==> src/rtl/uart2wb.sv <==
// uart2wb: UART-to-Wishbone master bridge (target side of a UART-tunnelled Wishbone link).
// Receives a request frame on uart_rx, runs one Wishbone classic read or write cycle, then
// sends a response frame on uart_tx.
//   Request : cmd (bit0 = we), A address bytes, [D data bytes, 1 sel byte] -- all LSB first
//   Response: read -> D bytes of read data; write -> 1 status byte (01 = ack, 00 = timeout)
// Ports:
//   clock, reset (async, active low)
//   uart_rx / uart_tx            : 8N1 serial, idle high
//   wb_adr, wb_datwr, wb_datrd,
//   wb_we, wb_stb, wb_cyc, wb_sel,
//   wb_ack                       : Wishbone classic master
//   busy                         : high whenever the bridge is not idle
module uart2wb #(
  parameter int unsigned addr_width         = 32,
  parameter int unsigned data_width         = 32,
  parameter int unsigned strobe_width       = data_width / 8,
  parameter int unsigned clk_per_bit        = 217,
  parameter int unsigned ack_timeout        = 255,
  parameter int unsigned frame_timeout_bits = 20
) (
  input  logic                    clock,
  input  logic                    reset,
  input  logic                    uart_rx,
  output logic                    uart_tx,
  output logic [addr_width-1:0]   wb_adr,
  output logic [data_width-1:0]   wb_datwr,
  input  logic [data_width-1:0]   wb_datrd,
  output logic                    wb_we,
  output logic                    wb_stb,
  output logic                    wb_cyc,
  output logic [strobe_width-1:0] wb_sel,
  input  logic                    wb_ack,
  output logic                    busy
);

  localparam int unsigned ABytes   = (addr_width + 7) / 8;
  localparam int unsigned DBytes   = (data_width + 7) / 8;
  localparam int unsigned AW8      = ABytes * 8;
  localparam int unsigned DW8      = DBytes * 8;
  localparam int unsigned CntW     = $clog2(clk_per_bit + 1);
  localparam int unsigned FrameMax = 2 + ABytes + DBytes;
  localparam int unsigned FrmW     = $clog2(FrameMax + 1);
  localparam int unsigned GapMax   = frame_timeout_bits * clk_per_bit;
  localparam int unsigned GapW     = $clog2(GapMax + 1);
  localparam int unsigned AckW     = $clog2(ack_timeout + 1);
  localparam int unsigned TxByteW  = $clog2(DBytes + 1);

  localparam logic [CntW-1:0]    BitLast  = CntW'(clk_per_bit - 1);
  localparam logic [CntW-1:0]    HalfLast = CntW'((clk_per_bit / 2 > 0) ? clk_per_bit / 2 - 1 : 0);
  localparam logic [FrmW-1:0]    AdrEnd   = FrmW'(1 + ABytes);
  localparam logic [FrmW-1:0]    DatEnd   = FrmW'(1 + ABytes + DBytes);
  localparam logic [FrmW-1:0]    LenRd    = FrmW'(1 + ABytes);
  localparam logic [FrmW-1:0]    LenWr    = FrmW'(2 + ABytes + DBytes);
  localparam logic [GapW-1:0]    GapLim   = GapW'(GapMax);
  localparam logic [AckW-1:0]    AckLast  = AckW'(ack_timeout - 1);
  localparam logic [TxByteW-1:0] LastRd   = TxByteW'(DBytes - 1);
  localparam logic [TxByteW-1:0] LastWr   = TxByteW'(0);

  // ---------------------------------------------------------------- UART receiver
  typedef enum logic [1:0] {RxIdle, RxStart, RxData, RxStop} rx_state_e;

  rx_state_e       rx_state_q, rx_state_d;
  logic            rx_meta_q, rx_sync_q, rx_prev_q;
  logic [CntW-1:0] rx_cnt_q, rx_cnt_d;
  logic [2:0]      rx_bit_q, rx_bit_d;
  logic [7:0]      rx_shift_q, rx_shift_d;
  logic            rx_valid, rx_ferr, rx_idle;

  always_comb begin
    rx_state_d = rx_state_q;
    rx_cnt_d   = rx_cnt_q;
    rx_bit_d   = rx_bit_q;
    rx_shift_d = rx_shift_q;
    rx_valid   = 1'b0;
    rx_ferr    = 1'b0;
    unique case (rx_state_q)
      RxIdle: begin
        if (rx_prev_q && !rx_sync_q) begin
          rx_state_d = RxStart;
          rx_cnt_d   = '0;
        end
      end
      RxStart: begin
        if (rx_cnt_q == HalfLast) begin
          // Start bit re-checked mid-bit; a high line here was a glitch.
          rx_cnt_d   = '0;
          rx_bit_d   = '0;
          rx_state_d = rx_sync_q ? RxIdle : RxData;
        end else begin
          rx_cnt_d = rx_cnt_q + 1'b1;
        end
      end
      RxData: begin
        if (rx_cnt_q == BitLast) begin
          rx_cnt_d   = '0;
          rx_shift_d = {rx_sync_q, rx_shift_q[7:1]};
          rx_bit_d   = rx_bit_q + 1'b1;
          if (rx_bit_q == 3'd7) rx_state_d = RxStop;
        end else begin
          rx_cnt_d = rx_cnt_q + 1'b1;
        end
      end
      RxStop: begin
        if (rx_cnt_q == BitLast) begin
          rx_state_d = RxIdle;
          rx_valid   = rx_sync_q;
          rx_ferr    = !rx_sync_q;
        end else begin
          rx_cnt_d = rx_cnt_q + 1'b1;
        end
      end
      default: rx_state_d = RxIdle;
    endcase
  end

  assign rx_idle = (rx_state_q == RxIdle);

  always_ff @(posedge clock or negedge reset) begin
    if (!reset) begin
      rx_meta_q  <= 1'b1;
      rx_sync_q  <= 1'b1;
      rx_prev_q  <= 1'b1;
      rx_state_q <= RxIdle;
      rx_cnt_q   <= '0;
      rx_bit_q   <= '0;
      rx_shift_q <= '0;
    end else begin
      rx_meta_q  <= uart_rx;
      rx_sync_q  <= rx_meta_q;
      rx_prev_q  <= rx_sync_q;
      rx_state_q <= rx_state_d;
      rx_cnt_q   <= rx_cnt_d;
      rx_bit_q   <= rx_bit_d;
      rx_shift_q <= rx_shift_d;
    end
  end

  // ---------------------------------------------------------------- bridge FSM
  typedef enum logic [1:0] {StIdle, StRxFrame, StWbReq, StTxResp} state_e;

  state_e              state_q, state_d;
  logic                we_q, we_d;
  logic [FrmW-1:0]     byte_cnt_q, byte_cnt_d;
  logic [AW8-1:0]      adr_q, adr_d;
  logic [DW8-1:0]      dat_q, dat_d;
  logic [AW8+7:0]      adr_cat;
  logic [DW8+7:0]      dat_cat;
  logic [strobe_width-1:0] sel_q, sel_d;
  logic                stb_q, stb_d;
  logic [GapW-1:0]     gap_q, gap_d;
  logic [AckW-1:0]     ack_cnt_q, ack_cnt_d;
  logic [DW8-1:0]      resp_q, resp_d;
  logic                tx_q, tx_d;
  logic [CntW-1:0]     tx_cnt_q, tx_cnt_d;
  logic [3:0]          tx_bit_q, tx_bit_d;
  logic [TxByteW-1:0]  tx_byte_q, tx_byte_d;

  always_comb begin
    state_d    = state_q;
    we_d       = we_q;
    byte_cnt_d = byte_cnt_q;
    adr_d      = adr_q;
    dat_d      = dat_q;
    sel_d      = sel_q;
    stb_d      = stb_q;
    gap_d      = gap_q;
    ack_cnt_d  = ack_cnt_q;
    resp_d     = resp_q;
    tx_d       = tx_q;
    tx_cnt_d   = tx_cnt_q;
    tx_bit_d   = tx_bit_q;
    tx_byte_d  = tx_byte_q;
    // Bytes arrive LSB first: shift each new byte in from the top.
    adr_cat    = {rx_shift_q, adr_q};
    dat_cat    = {rx_shift_q, dat_q};

    unique case (state_q)
      StIdle: begin
        if (rx_valid) begin
          we_d       = rx_shift_q[0];
          byte_cnt_d = FrmW'(1);
          gap_d      = '0;
          state_d    = StRxFrame;
        end
      end
      StRxFrame: begin
        if (rx_ferr) begin
          state_d = StIdle;
        end else if (rx_valid) begin
          gap_d      = '0;
          byte_cnt_d = byte_cnt_q + 1'b1;
          if (byte_cnt_q < AdrEnd) begin
            adr_d = adr_cat[AW8+7:8];
          end else if (byte_cnt_q < DatEnd) begin
            dat_d = dat_cat[DW8+7:8];
          end
          if (byte_cnt_d == (we_q ? LenWr : LenRd)) begin
            // For writes the byte just received is the sel byte.
            sel_d     = we_q ? rx_shift_q[strobe_width-1:0] : '1;
            stb_d     = 1'b1;
            ack_cnt_d = '0;
            state_d   = StWbReq;
          end
        end else if (!rx_idle) begin
          gap_d = '0;
        end else if (gap_q == GapLim) begin
          state_d = StIdle;
        end else begin
          gap_d = gap_q + 1'b1;
        end
      end
      StWbReq: begin
        if (wb_ack || (ack_cnt_q == AckLast)) begin
          stb_d  = 1'b0;
          resp_d = '0;
          if (wb_ack) begin
            if (we_q) resp_d[7:0] = 8'h01;
            else      resp_d[data_width-1:0] = wb_datrd;
          end
          tx_d      = 1'b0;
          tx_cnt_d  = '0;
          tx_bit_d  = '0;
          tx_byte_d = '0;
          state_d   = StTxResp;
        end else begin
          ack_cnt_d = ack_cnt_q + 1'b1;
        end
      end
      StTxResp: begin
        // tx_bit_q: 0 = start, 1..8 = data, 9 = stop.
        if (tx_cnt_q == BitLast) begin
          tx_cnt_d = '0;
          if (tx_bit_q == 4'd9) begin
            if (tx_byte_q == (we_q ? LastWr : LastRd)) begin
              tx_d    = 1'b1;
              state_d = StIdle;
            end else begin
              tx_byte_d = tx_byte_q + 1'b1;
              tx_bit_d  = '0;
              tx_d      = 1'b0;
              resp_d    = resp_q >> 8;
            end
          end else begin
            tx_bit_d = tx_bit_q + 1'b1;
            tx_d     = (tx_bit_q == 4'd8) ? 1'b1 : resp_q[tx_bit_q[2:0]];
          end
        end else begin
          tx_cnt_d = tx_cnt_q + 1'b1;
        end
      end
      default: state_d = StIdle;
    endcase
  end

  always_ff @(posedge clock or negedge reset) begin
    if (!reset) begin
      state_q    <= StIdle;
      we_q       <= 1'b0;
      byte_cnt_q <= '0;
      adr_q      <= '0;
      dat_q      <= '0;
      sel_q      <= '0;
      stb_q      <= 1'b0;
      gap_q      <= '0;
      ack_cnt_q  <= '0;
      resp_q     <= '0;
      tx_q       <= 1'b1;
      tx_cnt_q   <= '0;
      tx_bit_q   <= '0;
      tx_byte_q  <= '0;
    end else begin
      state_q    <= state_d;
      we_q       <= we_d;
      byte_cnt_q <= byte_cnt_d;
      adr_q      <= adr_d;
      dat_q      <= dat_d;
      sel_q      <= sel_d;
      stb_q      <= stb_d;
      gap_q      <= gap_d;
      ack_cnt_q  <= ack_cnt_d;
      resp_q     <= resp_d;
      tx_q       <= tx_d;
      tx_cnt_q   <= tx_cnt_d;
      tx_bit_q   <= tx_bit_d;
      tx_byte_q  <= tx_byte_d;
    end
  end

  assign uart_tx  = tx_q;
  assign wb_adr   = adr_q[addr_width-1:0];
  assign wb_datwr = dat_q[data_width-1:0];
  assign wb_we    = we_q;
  assign wb_stb   = stb_q;
  assign wb_cyc   = stb_q;
  assign wb_sel   = sel_q;
  assign busy     = (state_q != StIdle);

endmodule

==> config.mk <==
export PLATFORM = sky130hd
export DESIGN_NAME = uart2wb
export DESIGN_NICKNAME = d
export VERILOG_FILES = /design/src/rtl/uart2wb.sv
export SDC_FILE = /design/constraint.sdc
export NUM_CORES = 1
export LEC_CHECK = 0
export BUFFER_PORTS_ARGS = -buffer_cell sky130_fd_sc_hd__buf_2
export CAP_MARGIN = 20
export CELL_PAD_IN_SITES_DETAIL_PLACEMENT = 0
export CELL_PAD_IN_SITES_GLOBAL_PLACEMENT = 2
export CORE_ASPECT_RATIO = 0.7
export CORE_MARGIN = 2
export CORE_UTILIZATION = 28
export CTS_CLUSTER_SIZE = 20
export DETAILED_ROUTE_END_ITERATION = 10
export PLACE_DENSITY_LB_ADDON = 0.1
export SLEW_MARGIN = 10
export SYNTH_ARGS = -nofsm -noshare
export SYNTH_HDL_FRONTEND = slang
export SYNTH_SLANG_ARGS = --single-unit
==> constraint.sdc <==
create_clock -name clock -period 2.1 [get_ports clock]
set_input_delay 0 -clock clock [delete_from_list [all_inputs] [get_ports clock]]
set_output_delay 0 -clock clock [all_outputs]
set_load 0.05 [all_outputs]
==> results_dict.tcl <==
set metrics [dict create \
    status "complete, but fails checks" \
    violations "setup timing" \
    finalCritPeriodShare_pct 100.7 \
    p_leak_nw 5.099 \
    muxShareOfSynthArea_pct 11.90 \
    antenna_found_initial 0 \
    place.gp.congestion 0.7305 \
    synth_edf_count 0 \
    grt_pass1_wl_um 32460 \
    power.density_nw_per_um2 706.2 \
    worst_slack_ns -0.01481 \
    port_buffers 108 \
    clock-sinks 169 \
    dp_cells 1193 \
    drt_iter0_drc 327 \
    hpwl_um 13920 \
    core.rowCount 51 \
    grt_usage_pct 14.13 \
    setup_viol 17 \
    drv_slew 0 \
    die_area_um2 29380 \
    n_antenna_cell 0 \
    holdWs_ns 0.04450 \
    syn_inst 690 \
    die_h_um 144.0 \
    async_flop_share_pct 100.0 \
    ys_seq_area_share_pct 54.00 \
    first_global_vias 6010 \
    drive_gt1_share_pct 34.81 \
    root_buffer "clkbuf_16" \
    path_max_fanout 8 \
    nets 945 \
    n_fill_cell 2736 \
    coreArea_um2 27690 \
    power.total_mw 7.435 \
    hold_viol_final 0 \
    ys_seq_elements 169 \
    synth_ff_type "dfrtp_1" \
    yosysUniqueCellTypes 65 \
    fmax_mhz 472.9 \
    period_minus_slack_ns 2.115 \
    synthXorXnorAreaFrac_pct 1.340 \
    fin_skew_ns 0.007547 \
    worst_slew_pin_slew_ns 0.5662 \
    rsz0062_at_grt "yes" \
    critPathKind "reg -> reg" \
    num_vias 6030 \
    cp_data_required_time_ns 2.42 \
    grt_overflow 0 \
    synth_top_family_by_area "compound AO/OA/AOI/OAI gates" \
    grt_max_degree 55 \
    ctsLongestPathBuffers 2 \
    drt_wl_total_um 20910 \
    synth_nets 742 \
    relSlewSlack_pct 62.25 \
    io_pins 109 \
    synthesis.area_um2 7841 \
    yosys.area_share.simple_pct 12.54 \
    drt_first_pass_iters 4 \
    vias_per_cell 4.726 \
    cts_inserted_buffers 17 \
    avgRoutedWirePerCell_um 16.38 \
    synth-compound-area-share_pct 13.83 \
    final_cells 1276 \
    cts-htree-levels 4 \
    crit_path_start_kind "flip-flop" \
    end_kind "flip-flop" \
    pre_cts_slack_ns -0.09918 \
    yosys_warnings 0 \
    start_util_pct 28.31 \
    path_clk_slew_ns 0.07 \
    final_core_util_pct 38.02 \
    syn_to_final_growth_pct 34.27 \
    hold_path.class "in -> reg" \
    die_w_um 204.0 \
    max_cap_viol_count 0 \
    synthAdderAreaFrac_pct 2.553 \
    vdd_ir_drop_max_mv 0.5052 \
    clk_latency_ns 0.43 \
    syn_area_per_cell_um2 11.36 \
    arrival_ns 2.43 \
    ant_nets 0 \
    drt_drc_violations_left 0 \
    cts_tree "done" \
]
-- sequential cells by signal, indices dropped and copies added, names as in the netlist, 3 cells and up, named ones only --
register    flops
ack_cnt_q       8
byte_cnt_q      4
gap_q          13
resp_q         32
rx_bit_q        3
rx_cnt_q        8
rx_shift_q      8
tx_bit_q        4
tx_byte_q       3
tx_cnt_q        8
wb_adr         32
wb_datwr       32
wb_sel          4
-- power breakdown --
part,total [mW],switching (mW),internal (mW),leakage [nW]
Combinational,0.810,0.442,0.368,2.56
Clock,3.19,1.41,1.77,0.286
Sequential,3.44,0.0874,3.35,2.26
Total,7.44,1.94,5.49,5.10
-- final cells by class --
type | count | area, um^2 | area share, %
clock inverter | 12 | 141.4 | 1.343
sequential | 169 | 4237 | 40.24
tap | 371 | 464.2 | 4.409
timing repair buffer | 216 | 1648 | 15.65
clock buffer | 19 | 432.9 | 4.112
inverter | 21 | 78.83 | 0.7487
multi-input combinational | 468 | 3527 | 33.50
-- layout by cell type, fill, tap and decap left out, drive strengths merged, types with 5 or more instances in the layout --
cell type	synthesis	final
nand4	7	7
dfrtp	165	165
a21oi	17	17
nor2b	5	5
nor2	43	43
ha	16	16
and3	8	8
inv	21	27
or3	6	6
buf	20	178
dlygate4sd3	0	34
mux2	68	68
clkbuf	12	23
xor2	9	9
o21ai	80	80
o31ai	12	12
a31oi	10	10
nand2	67	67
nand2b	5	5
nand3	20	20
a22o	13	13
nor3	5	5
and2	5	5
a22oi	23	23
nand3b	7	7
-- timing repair --
item / CTS / global route
buffers inserted: 3 / 5
resized for setup: 7 / 51
hold endpoints to repair: 84 / 0
cloned: 2 / 8
hold buffers: 34 / 0
pin swaps: 1 / 5
setup endpoints to repair: 38 / 118
-- through the flow --
step	setup TNS, ns	instance area (um^2)
after floorplan	0	7843
after global placement	-0.09892	9130
after detailed placement	-0.5103	9130
after CTS	0	10150
after global routing	-5.975	10530
final	-0.1305	10530
-- per-layer routing --
layer	wire length (um)	GRT usage (%)	vias up
li1	-	-	2900
met2	9186	20.98	116
met5	0	0	-
met1	10650	20.48	3003
met4	160	3.661	0
met3	913	3.515	11
-- critical path, cell delays in order, from the launching register on --
cell       delay (ns)
dfrtp_1          0.40
inv_2            0.07
ha_2             0.17
nand3b_1         0.14
nor2_2           0.22
nand4_4          0.13
a211o_4          0.38
clkbuf_16        0.19
mux2_4           0.29
-- path summary, 6_finish.rpt --
path	startpoint	endpoint	slack [ns]	cells past startpoint
worst max register to register	rx_cnt_q[1]	wb_adr[19]	-0.01	8
worst max-delay path	rx_cnt_q[1]	wb_adr[19]	-0.01	8
worst min register to register	rx_meta_q	rx_sync_q	0.36	0
min in group asynchronous	reset	rx_cnt_q[6]	0.10	2
max in group asynchronous	reset	wb_adr[20]	1.23	3
worst min-delay path	wb_datrd[0]	resp_q[0]	0.04	5
-- cells by family (layout without fill, tap and decap cells) --
kind of cell    count (synthesis)  count (layout)
simple gates                  195             195
compound gates                171             171
flops                         169             169
mux                            74              74
buf+inv                        53             268
fa+ha+maj                      16              16
xor+xnor                       12              12
-- cell usage after synthesis (8+ instances only) --
| master | count | area share [%] |
|---|---|---|
| ha_1 | 16 | 2.6 |
| a31oi_1 | 10 | 0.80 |
| nand2_1 | 67 | 3.2 |
| o21ai_0 | 68 | 4.3 |
| o31ai_1 | 11 | 1.1 |
| clkbuf_1 | 12 | 0.57 |
| dfrtp_1 | 165 | 53 |
| a22o_1 | 13 | 1.5 |
| nor2_1 | 41 | 2.0 |
| a22oi_1 | 23 | 2.2 |
| mux2_2 | 46 | 6.6 |
| o21ai_1 | 10 | 0.64 |
| mux2_4 | 22 | 4.2 |
| buf_2 | 10 | 0.64 |
| nand3_1 | 20 | 1.3 |
| a21oi_1 | 17 | 1.1 |
| inv_1 | 20 | 0.96 |
| and3_1 | 8 | 0.64 |
| xor2_1 | 9 | 1.0 |
Power figures use the tool's default switching activity.
